--- config.mk ---
export PLATFORM = sky130hd
export DESIGN_NAME = composite_ecc_block
export DESIGN_NICKNAME = d
export VERILOG_FILES = /design/src/rtl/composite_ecc_block.sv
export SDC_FILE = /design/constraint.sdc
export NUM_CORES = 1
export LEC_CHECK = 0
export CAP_MARGIN = 40
export CORE_ASPECT_RATIO = 0.75
export CORE_MARGIN = 2
export CORE_UTILIZATION = 51
export CTS_CLUSTER_SIZE = 8
export DETAILED_ROUTE_END_ITERATION = 16
export PLACE_DENSITY = 0.77
export SLEW_MARGIN = 20
export SYNTH_ARGS = -nofsm -noshare
export SYNTH_HDL_FRONTEND = slang
export SYNTH_SLANG_ARGS = --single-unit
--- constraint.sdc ---
create_clock -name clk -period 0.8 [get_ports clk]
set_input_delay 0.08 -clock clk [delete_from_list [all_inputs] [get_ports clk]]
set_output_delay 0.08 -clock clk [all_outputs]
set_load 0.01 [all_outputs]
--- src/rtl/composite_ecc_block.sv ---
// composite_ecc_block: odd-parity check plus Hamming(12,8) SEC over one data word,
// with single-bit fault injection ahead of the decoder and registered outputs.
module composite_ecc_block #(
    parameter int DATA_WIDTH = 8
) (
    input  logic                  clk,
    input  logic                  rst_n,
    input  logic [DATA_WIDTH-1:0] data_in,
    input  logic                  inject_en,
    input  logic [3:0]            inject_pos,
    input  logic                  inject_parity,
    output logic [DATA_WIDTH-1:0] data_out,
    output logic                  error_detected,
    output logic                  error_corrected
);

    // The codeword layout below is hard-wired for an 8-bit word.
    if (DATA_WIDTH != 8) begin : g_bad_width
        $error("composite_ecc_block: DATA_WIDTH must be 8, got %0d", DATA_WIDTH);
    end

    logic [7:0]            d;
    logic                  pbit;
    logic                  pbit_rx;
    logic [3:0]            hp;          // Hamming check bits {p3,p2,p1,p0}
    logic [11:0]           cw;          // encoded codeword, bit i = position i+1
    logic [11:0]           flip_mask;
    logic [11:0]           cw_rx;       // codeword after fault injection
    logic [11:0]           cw_fix;      // codeword after single-bit correction
    logic [3:0]            syndrome;
    logic                  parity_err;

    logic [DATA_WIDTH-1:0] data_out_d, data_out_q;
    logic                  error_detected_d, error_detected_q;
    logic                  error_corrected_d, error_corrected_q;

    // Encode, inject, decode and correct: the whole datapath is combinational.
    always_comb begin
        // NOTE: every signal assigned here gets a default first so no path can
        // leave one unassigned, which would infer a latch.
        d                 = data_in[7:0];
        flip_mask         = '0;
        data_out_d        = '0;
        error_detected_d  = 1'b0;
        error_corrected_d = 1'b0;

        // Odd parity over {pbit, data}.
        pbit = ~^d;

        hp[0] = d[0] ^ d[1] ^ d[3] ^ d[4] ^ d[6];
        hp[1] = d[0] ^ d[2] ^ d[3] ^ d[5] ^ d[6];
        hp[2] = d[1] ^ d[2] ^ d[3] ^ d[7];
        hp[3] = d[4] ^ d[5] ^ d[6] ^ d[7];
        cw    = {d[7], d[6], d[5], d[4], hp[3], d[3], d[2], d[1], hp[2], d[0], hp[1], hp[0]};

        // Positions 12..15 do not exist in the codeword, so they inject nothing.
        if (inject_en && (inject_pos <= 4'd11)) begin
            flip_mask[inject_pos] = 1'b1;
        end
        cw_rx   = cw ^ flip_mask;
        pbit_rx = pbit ^ inject_parity;

        syndrome[0] = cw_rx[0] ^ cw_rx[2] ^ cw_rx[4] ^ cw_rx[6] ^ cw_rx[8] ^ cw_rx[10];
        syndrome[1] = cw_rx[1] ^ cw_rx[2] ^ cw_rx[5] ^ cw_rx[6] ^ cw_rx[9] ^ cw_rx[10];
        syndrome[2] = cw_rx[3] ^ cw_rx[4] ^ cw_rx[5] ^ cw_rx[6] ^ cw_rx[11];
        syndrome[3] = cw_rx[7] ^ cw_rx[8] ^ cw_rx[9] ^ cw_rx[10] ^ cw_rx[11];

        // Parity is checked on the received data bits, before any correction.
        parity_err = ~^{pbit_rx, cw_rx[11], cw_rx[10], cw_rx[9], cw_rx[8],
                        cw_rx[6], cw_rx[5], cw_rx[4], cw_rx[2]};

        // Syndromes 13..15 point outside the codeword: flag but pass through.
        cw_fix = cw_rx;
        if ((syndrome != 4'd0) && (syndrome <= 4'd12)) begin
            cw_fix[syndrome - 4'd1] = ~cw_rx[syndrome - 4'd1];
            error_corrected_d       = 1'b1;
        end

        data_out_d       = {cw_fix[11], cw_fix[10], cw_fix[9], cw_fix[8],
                            cw_fix[6], cw_fix[5], cw_fix[4], cw_fix[2]};
        error_detected_d = parity_err | (syndrome != 4'd0);
    end

    // Output registers; asynchronous clear discards any in-flight word.
    always_ff @(posedge clk or negedge rst_n) begin
        // NOTE: state is updated with non-blocking assignments so every flop
        // samples its pre-edge input regardless of statement order.
        if (!rst_n) begin
            data_out_q        <= '0;
            error_detected_q  <= 1'b0;
            error_corrected_q <= 1'b0;
        end else begin
            data_out_q        <= data_out_d;
            error_detected_q  <= error_detected_d;
            error_corrected_q <= error_corrected_d;
        end
    end

    assign data_out        = data_out_q;
    assign error_detected  = error_detected_q;
    assign error_corrected = error_corrected_q;

endmodule

# After elaboration in Yosys (flattened, before gate mapping)
# Index checks and enable logic that the tools add are counted.
totals:
  input_bits: 16
  latch_bits: 0
  mem_count: 0
  elab_cells: 63
  romBits: 0
  out_inout_bits: 10
  ramBits: 0
  register_bits: 10
classes:
  eq_ne: 0
  n_lt_le_gt_ge: 6
  mux: 10
  add_sub_neg: 1
  shift: 0
  div_mod_pow: 0
  multipliers: 0
  n_bitwise: 36
  reduce_logical: 7
ops:
  columns: ["operator", "n"]
  rows:
  - ["$xor 1x1->1", 33]
  - ["$mux 12", 2]
  - ["$bwmux 12", 1]
  - ["$xor 12x12->12", 1]
  - ["$lt 4x5->1 const B", 2]
  - ["$reduce_xnor 9->1", 1]
  - ["$demux 1 s4", 2]
  - ["$ge 4x1->1 const B", 2]
  - ["$le 4x4->1 const B", 2]
  - ["$reduce_xnor 8->1", 1]
  - ["$bmux 1 s4", 1]
  - ["$logic_and 1x1->1", 4]
  - ["$mux 1", 4]
  - ["$reduce_bool 4->1", 1]
  - ["$sub 4x1->4 const B", 1]
  - ["$not 1->1", 1]
  - ["$or 1x1->1", 1]

# Depth between registers and ports, before layout
# Gate-level depths: netlist (run 1).
logic_depth:
  depth_word: 18
  depth_mapped: 15
  depth_no_buf: 14

# Worst setup path before layout (run 1)
# Ideal clock, no wire load.
synth_timing:
  path_kind: "input to register"
  startpoint: "in data_in[3]"
  endpoint: "reg data_out_q[7], in the netlist data_out[7]"
  path_stages: 14
  required_ps: 690
  slack_ps: -2418
  arrival_time_ps: 3108
  n_path_buf: 2
  setup_ps: 110
  cell_sequence: "buf_6 -> xnor2_4 -> xnor3_1 -> xnor3_2 -> xnor2_4 -> xnor2_2 -> inv_1 -> ha_1 -> clkbuf_1 -> inv_1 -> nor4_1 -> mux2i_1 -> o31a_1 -> o41ai_1"
synth_via:
  elab_chain_cells: 16
  word_cells_on_any_way: 37
  classes_between: "add/sub (1); order compare (3); mux (6); bitwise (24); reduce/logical (3)"
synth_rtl:
  columns: ["item", "line_no", "text"]
  rows:
  - ["from (decl)", "8", "input logic [DATA_WIDTH-1:0] data_in,"]
  - ["$xor 1x1->1, on equally long branches (3 in a row)", "50, 51", null]
  - ["$xor 12x12->12 *", "60", "cw_rx = cw ^ flip_mask;"]
  - ["$xor 1x1->1, on equally long branches (5 in a row)", "63, 64", null]
  - ["$sub 4x1->4", "75", "cw_fix[syndrome - 4'd1] = ~cw_rx[syndrome - 4'd1];"]
  - ["$lt 4x5->1 (implied by the code) or $ge 4x1->1 (tied branches)", "75", null]
  - ["$logic_and 1x1->1 (implied by the code)", "75", null]
  - ["$mux 1 (implied by the code)", "75", null]
  - ["$demux 1 s4", "75", null]
  - ["$bwmux 12", "75", null]
  - ["$mux 12 *", "74", "if ((syndrome != 4'd0) && (syndrome <= 4'd12)) begin"]
  - ["net cw_fix[11]", "29", "logic [11:0] cw_fix;"]
  - ["to (signal assigned)", "93", "data_out_q <= data_out_d;"]
  - ["to (decl)", "33", "logic [DATA_WIDTH-1:0] data_out_d, data_out_q;"]
# Mark *: on every way through the listed nets, which the timed path passes. The rest lies on a longest branch. The select of a mux whose other input is x is not followed.

# Worst setup path in the final report (run 1)
layout_timing:
  startpoint: "in data_in[2]"
  endpoint: "reg data_out_q[7], in the netlist data_out[7]"
layout_via:
  elab_chain_cells: 17
  word_cells_on_any_way: 31
  classes_between: "add/sub (1); order compare (3); mux (6); bitwise (18); reduce/logical (3)"
layout_rtl:
  columns: ["item", "line_no", "text"]
  rows:
  - ["$xor 1x1->1 (4 in a row)", "51", "hp[1] = d[0] ^ d[2] ^ d[3] ^ d[5] ^ d[6];"]
  - ["$xor 12x12->12 *", "60", null]
  - ["$xor 1x1->1 (5 in a row)", "64", "syndrome[1] = cw_rx[1] ^ cw_rx[2] ^ cw_rx[5] ^ cw_rx[6] ^ cw_rx[9] ^ cw_rx[10];"]
  - ["$sub 4x1->4", "75", null]
  - ["$lt 4x5->1 (implied by the code) or $ge 4x1->1 (tied branches)", "75", null]
  - ["$logic_and 1x1->1 (implied by the code)", "75", null]
  - ["$mux 1 (implied by the code)", "75", null]
  - ["$demux 1 s4", "75", null]
  - ["$bwmux 12", "75", null]
  - ["$mux 12 *", "74", null]
  - ["net cw_fix[11]", "29", null]
# Marked as above.

==> results of run 1 <==
## worst min-delay path by stage
stage | startpoint | end | slack [ns] | cells past startpoint
2_1_floorplan | rst_n | data_out[0]$_DFF_PN0_ | -0.22 | 0
3_3_place_gp | rst_n | data_out[6]$_DFF_PN0_ | 0.38 | 2
3_5_place_dp | rst_n | error_detected$_DFF_PN0_ | 0.37 | 2
4_1_cts | rst_n | error_detected$_DFF_PN0_ | 0.1 | 2
5_1_grt | rst_n | data_out[2]$_DFF_PN0_ | 0.11 | 2
6_report | rst_n | data_out[2]$_DFF_PN0_ | 0.08 | 2
## cell families after synthesis
kind of cell / count (synthesis)
and+or+nand+nor: 56
xor gates and xnor gates: 38
AOI/OAI and AO/OA: 30
buffers and inverters: 18
DFF: 10
adders and majority gates: 3
muxes: 2
## cell usage in the layout, fill, tap and decap left out, drive strengths merged, types with 2 or more instances in the layout
master          n
buf            82
xnor2          28
nand2          22
dfrtp          10
nor2            7
inv             7
xor2            7
o21ai           6
a21oi           5
o31a            4
nand3           4
nor3            4
nand3b          3
and3b           3
a31oi           3
clkbuf          3
dlygate4sd2     3
xnor3           3
nor3b           3
o31ai           3
nand2b          3
o41ai           2
clkdlybuf4s50   2
clkdlybuf4s15   2
and4bb          2
ha              2
## layout make-up
cell class,instances,area (um^2)
Tap cell,36,45.04
Clock buffer,3,22.52
Multi-Input combinational cell,129,1277
Fill cell,96,192.7
Inverter,7,31.28
Timing Repair Buffer,89,743.2
Sequential cell,10,250.2
## timing repair
| item | CTS | global route |
|---|---|---|
| endpoints found under the hold margin | 0 | 0 |
| hold buffers | 0 | 0 |
| buffers inserted | 13 | 4 |
| endpoints found under the setup margin | 20 | 19 |
| pin swaps | 26 | 19 |
| gates resized for setup | 122 | 31 |
## cells in the mapped netlist (2+ instances only)
library cell	number
nor3b_1	3
o21ai_0	6
xnor2_2	2
nor3_1	4
buf_2	2
nor2_1	7
o31a_1	4
xor2_1	7
nand2_1	22
xnor2_1	22
xnor3_1	2
ha_1	2
clkbuf_1	7
a31oi_1	3
nand2b_1	3
a21oi_1	5
and3b_1	3
dfrtp_1	10
nand3b_1	3
inv_1	7
xnor2_4	4
nand3_1	4
o41ai_1	2
o31ai_1	2
## worst max-delay path, cell delays in order
cell,delay [ns]
dlygate4sd2_1,0.27
xnor2_1,0.14
buf_4,0.16
xnor2_1,0.13
xnor2_1,0.26
xnor2_2,0.19
xor2_2,0.24
ha_4,0.27
buf_6,0.13
buf_6,0.11
nand2_2,0.05
mux2i_1,0.06
o31a_1,0.20
o41ai_2,0.38
## sequential cells by signal, summed over array words and instances, names as in the netlist
| register | flops |
|---|---|
| data_out | 8 |
| error_corrected | 1 |
| error_detected | 1 |
## routing by layer
metal  up-vias  GRT usage  routed length [um]
li1        705          -                   -
met1       778     0.3737                2143
met2       155     0.5632                2635
met3        40    0.04651                 655
met4         0     0.1812                 350
met5         -          0                   0
## where the power goes
group / total (mW) / leakage, nW / internal [mW] / switching, mW
Combinational: 5.11 / 0.941 / 2.66 / 2.45
Clock: 0.371 / 0.0138 / 0.175 / 0.196
Sequential: 0.592 / 0.116 / 0.571 / 0.0210
## stage by stage
step / instance area (um^2) / hold slack, ns / std cells / power, mW
finish: 2370 / 0.07965 / 274 / 6.076
global route: 2370 / 0.1112 / 274 / 6.288
CTS: 2176 / 0.09810 / 271 / 4.775
detailed placement: 1981 / 0.3745 / 257 / 3.713
global placement: 1981 / 0.3783 / 257 / 3.596
floorplan: 1381 / -0.2156 / 157 / 2.570
==> results.md, run 1 <==
Synth:
- The area fraction in compound gates after synthesis is 0.1536.
- In this run the mean area of a mapped cell was 8.663 um^2.
- The predominant post-synthesis flop cell is dfrtp_1.
- Of the synthesized area, sequential elements account for 0.1840.
- Summing every instance area after synthesis gives 1360 um^2.
- The basic-gate share of the synthesized area counting and, or, nand and nor cells is 0.2171.
- After synthesis, the cell types taking the most area are dfrtp_1, xnor2_1, xnor2_4.
- Of the total synthesized cell area, the portion taken by XOR and XNOR cells is 0.3422.
- Of the total synthesized cell area, the portion taken by full adders, half adders and majority gates is 0.02668.
- When the netlist entered floorplanning its net count stood at 175.
- After synthesis, the share of cell area in mux cells is 0.01840.
- The number of cells produced by synthesis is 157.
- The count of different cell masters after synthesis is 45.
- The number of storage elements in the synthesis netlist is 10.
- The top cell type's share of synthesized area is 0.1840.
- By area, the combinational part of the netlist is dominated by XOR/XNOR gates.
- The post-synthesis async set-or-reset flop share is 1.000.
- The largest total area in the synthesized netlist belongs to dfrtp_1.
- The synthesis warning total is 0.
- In this run, synthesis inferred 0 flip-flops with an integrated enable.

Drt:
- After detailed routing, the average wire length per cell comes to 21.11 um.
- The starting DRC count in detailed routing is 175.
- The remaining design rule violation count is 0.
- Before antenna repair, the detailed router went through 5 iterations.
- The final layout contains routed wiring with a total length of 5784 um.
- The detailed router placed 1678 vias in this run.
- The count of nets left with antenna violations once routing finished came out at 0.
- After detailed routing, the number of vias per cell comes to 6.124.

STA:
- The hold violation count in the final report is 0.
- Setup violations remaining at the end of the flow were counted as 19.
- For the pin with the worst max-slew slack, the measured transition is 0.5480 ns.
- The clock period minus final worst setup slack is 2.525 ns.
- The maximum clock frequency is 396.1 MHz.
- Dividing the final minimum period by the clock period gives 3.156.
- The number of max-slew violations in the final report is 0.
- Setup repair after global routing could not meet its margin everywhere.
- The worst pin sits at a relative slew slack of 0.6339.
- Once routing completed, OpenROAD measured the worst setup slack at -1.725 ns.
- In the final timing run, aggregate negative setup slack is -14.69 ns.

Run:
- The tool flagged a number of max-cap violations equal to 0.

Global routing:
- The largest net degree at the start of global routing is 14.
- The initial antenna violation count is 0.
- The number of global-route vias before repair is 1602.
- The first-pass GRT wire length is 7527 um.
- The total routing resource utilization after global routing is 0.3206.
- Summed over all layers, the global routing overflow is 0.

Clock network:
- CTS saw 10 sinks.
- The clock tree root driver cell is clkbuf_4.
- After clock tree synthesis, the clock-pin slew on the worst setup and hold paths is 0.07 ns.
- The number of buffers added by the clock tree synthesis step is 3.
- TritonCTS built the clock tree.
- The clock passes through at most 2 buffers.
- In this run the number of H-tree levels came out at 1.

Critical path:
- Data on the critical path is required at its endpoint by 0.96 ns.
- The worst path arrival time is 2.68 ns.
- The setup path with the least slack is of type in -> reg.
- The largest driver fanout on the critical path is 6.
- STA classifies the critical path endpoint as a register.
- The most critical setup path has its startpoint at data_in[2].
- The capture point of the critical path is data_out[7]$_DFF_PN0_.
- The type of origin of the critical path is an input pin.

Floorplan:
- In this run the horizontal extent of the chip is 63.63 um.
- The floorplan row count is 16.
- The initial cell density of the core is 0.5308.
- The floorplan step defined a die boundary enclosing 3100 um^2.
- The region available for standard cell placement spans 2562 um^2.
- The die is 48.72 um tall.
- The number of ports placed on the die boundary is 26.

Placement:
- The quantity of I/O buffers inserted on ports is 25.
- The congestion estimate from routability-driven global placement came to 0.9188.
- The HPWL reported at the end of detailed placement is 3098 um.
- The post-placement worst setup slack is -2.583 ns.

Cells and area:
- 0 antenna diodes ended up in the layout.
- Of the cells placed in the final design, the portion with a size suffix greater than 1 is 0.5630.
- The final net count is 258.
- For this run, the share of the core covered by cells in the final layout is 0.9248.
- The area growth from synthesis to final layout is 74.24%.

Status:
- The final reports fail on negative setup slack.
- The flow ran to the end, but the final reports show violations.

Hold path:
- The path type of the worst min-delay path is in -> async.

Power:
- In this run the power density over the cells is 2564 nW/um^2.
- Summed over all cells, the static leakage comes to 1.071 nW.
- The worst-case vdd ir drop is 1.272 mV.
(Power assumes the default switching activity.)
==> run 2, diff against run 1 <==
- SLEW_MARGIN: 20 -> 40
==> results of run 2 <==
The final DEF is identical to that of run 1; final timing and power are the same.
==> run 3, diff against run 2 <==
- GPL_TIMING_DRIVEN: unset -> 0
- clock period: 0.8 -> 2.54 ns (I/O delays scaled with it)
==> run 3 against run 2 <==
  * The run still ends with negative setup slack left
  * Utilization down 14 points
  * Sequential power decreased by 69%
  * Combinational power decreased by 75%
  * Critical path type unchanged
  * Critical endpoint is now data_out[3]$_DFF_PN0_
==> results.md, run 3 (synthesis gave the netlist of run 1 again) <==
Cells and area:
- The final standard cell count with taps included and fillers excluded is 241 (was 274).
- The final net count is 224 (was 258).
- Most used cells in the layout excluding fill and tap cells: buf_4, nand2_1, xnor2_1 (was buf_4, nand2_1, buf_6).
- The number of flip-flops in the largest register is 8 (unchanged).
- The commonest non-fill, non-tap cell in the layout is buf_4 (unchanged).
- The final design instance area without fill is 2001 um^2 (was 2370 um^2).
- The fraction of final layout cells with drive strength greater than 1 is 0.3707 (was 0.5630).
- The sequential cell area is 250.2 um^2 (unchanged).
- The area growth from synthesis to final layout is 47.10% (was 74.24%).
- The number of filler instances in the final layout came to 171 (was 96).
- The total area of multi-input combinational cells came to 1162 um^2 (was 1277 um^2).
- The number of antenna cells inserted is 0 (unchanged).

Drt:
- The count of nets left with antenna violations after detail routing was 0 (unchanged).
- The remaining design rule violation count is 0 (unchanged).
- The first-pass detailed-route iteration total was 5 (unchanged).
- The average vias per placed instance came to 5.909 (was 6.124).
- The detailed-route wire length per cell is 17.22 um (was 21.11 um).
- The detailed-route wire length is 4150 um (was 5784 um).
- The via count of the routed design is 1424 (was 1678).
- The starting DRC count in detailed routing came to 81 (was 175).

STA:
- The maximum clock frequency is 354.5 MHz.
- The hold violation count in the final report is 0 (unchanged).
- The post-route setup TNS came to -1.512 ns (was -14.69 ns).
- The total of endpoints with negative setup slack in the final report came to 7 (was 19).
- The worst slew margin relative to its limit is 0.5872 (was 0.6339).
- Setup repair after global routing missed its margin: true (unchanged).
- The final worst-path cycle share is 1.111.
- The worst-margin pin slew is 0.6144 ns (was 0.5480 ns).
- The worst path setup slack after routing is -0.2809 ns (was -1.725 ns).
- The clock period minus final worst setup slack is 2.821 ns.
- The number of max-slew violations in the final report came to 0 (unchanged).

Critical path:
- The worst path arrival time was 2.98 ns (was 2.68 ns).
- The element type at the critical path end is a register (unchanged).
- The largest driver fanout on the critical path came to 6 (unchanged).
- The type of the worst setup path was in -> reg (unchanged).
- The required time reported for the critical path endpoint came to 2.70 ns (was 0.96 ns).
- The type of origin of the critical path is an input pin (unchanged).

Floorplan:
- The die width is 63.63 um (unchanged).
- The number of ports placed on the die boundary came to 26 (unchanged).
- The initial cell density of the core came to 0.5308 (unchanged).
- The floorplan die area came to 3100 um^2 (unchanged).
- The height of the die came to 48.72 um (unchanged).
- The floorplan row count came to 16 (unchanged).
- The area of the core came to 2562 um^2 (unchanged).

Global routing:
- The layer carrying the most global-route usage is met2 (unchanged).
- The number of global-route vias before repair is 1332 (was 1602).
- The first-pass GRT wire length was 5947 um (was 7527 um).
- The met2 layer usage reported by global route came to 0.4351 (was 0.5632).
- The total routing resource utilization after global routing is 0.2449 (was 0.3206).
- The largest net degree at the start of global routing is 12 (was 14).
- The remaining global-route overflow is 0 (unchanged).
- The global routing usage on met3 is 0.03023 (was 0.04651).
- The initial antenna violation count is 0 (unchanged).
- The met1 usage in global routing is 0.2880 (was 0.3737).

Placement:
- The HPWL reported at the end of detailed placement is 2453 um (was 3098 um).
- The routability congestion estimate came to 0.8913 (was 0.9188).
- The placed cell area is 1607 um^2 (was 1981 um^2).
- The cell total after placement is 211 (was 257).
- The post-placement worst setup slack is -1.378 ns (was -2.583 ns).
- The quantity of I/O buffers inserted on ports is 18 (was 25).

Run:
- The total of max-cap violations is 0 (unchanged).

Clock network:
- The CTS H-tree depth is 1 (unchanged).
- The clock tree root driver cell was clkbuf_4 (unchanged).
- The cts-stage hold buffer count is 0 (unchanged).
- The worst-case clock buffer depth is 2 (unchanged).
- The number of buffers added by the clock tree synthesis step is 3 (unchanged).
- The number of sinks on the clock net came to 10 (unchanged).
- The clock-pin slew on the worst setup and hold paths is 0.06 ns (was 0.07 ns).
- The TritonCTS clock tree was done (unchanged).

Power:
- The worst-case vdd ir drop came to 0.4654 mV (was 1.272 mV).
- The static leakage is 0.8457 nW (was 1.071 nW).
- The overall power consumption is 1.605 mW (was 6.076 mW).
- The total power divided by cell area is 802.5 nW/um^2 (was 2564 nW/um^2).

Hold path:
- The path type of the worst min-delay path was in -> async (unchanged).

Status:
- Failing checks: negative setup slack (unchanged).
- Outcome: finished with violations (unchanged).
==> run 3: layout make-up <==
cell class,count,area share
clock buffer,4,0.01814
tap,36,0.02251
timing repair buffer,45,0.1914
inverter,7,0.01689
sequential,10,0.1251
buffer,10,0.04503
multi-input combinational,129,0.5810
==> run 3: critical path, stage by stage <==
cell,delay (ns)
clkbuf_1,0.20
xnor2_1,0.48
xnor2_1,0.15
xnor2_1,0.26
xnor2_2,0.18
xor2_2,0.25
ha_4,0.25
buf_8,0.14
inv_8,0.06
nand2_1,0.06
nand2_1,0.11
o211ai_1,0.09
mux2_4,0.29
o31ai_2,0.22
==> run 3: path summary, 6_finish.rpt <==
| kind | from | to | cells after the start |
|---|---|---|---|
| worst max-delay path | data_in[2] | data_out[3]$_DFF_PN0_ | 14 |
| worst min-delay path | rst_n | data_out[2]$_DFF_PN0_ | 1 |
| max in group asynchronous | rst_n | data_out[4]$_DFF_PN0_ | 1 |
| min in group clk | data_in[1] | data_out[1]$_DFF_PN0_ | 3 |
==> run 3: timing repair <==
item,in CTS,in global routing
buffers inserted,19,8
cloned,0,0
gates resized for setup,46,21
setup endpoints to repair,8,8
pin swaps,14,16
==> run 3: routing by layer <==
layer / vias to the layer above / part of all wire
met4: 0 / 0.057
met5: - / 0
li1: 639 / -
met3: 34 / 0.092
met2: 106 / 0.48
met1: 645 / 0.37
==> run 3: metrics by stage <==
step / util / hold slack [ns]
floorplan: - / -0.04159
global placement: 0.6270 / 0.5653
detailed placement: 0.6270 / 0.5728
CTS: 0.7222 / 0.3014
global route: 0.7808 / 0.3047
finish: 0.7808 / 0.2964
==> run 3: power by group <==
part | switching [mW] | leakage, nW | internal [mW]
registers | 0.00415 | 0.116 | 0.180
clock network | 0.0461 | 0.0210 | 0.0866
logic | 0.623 | 0.708 | 0.666
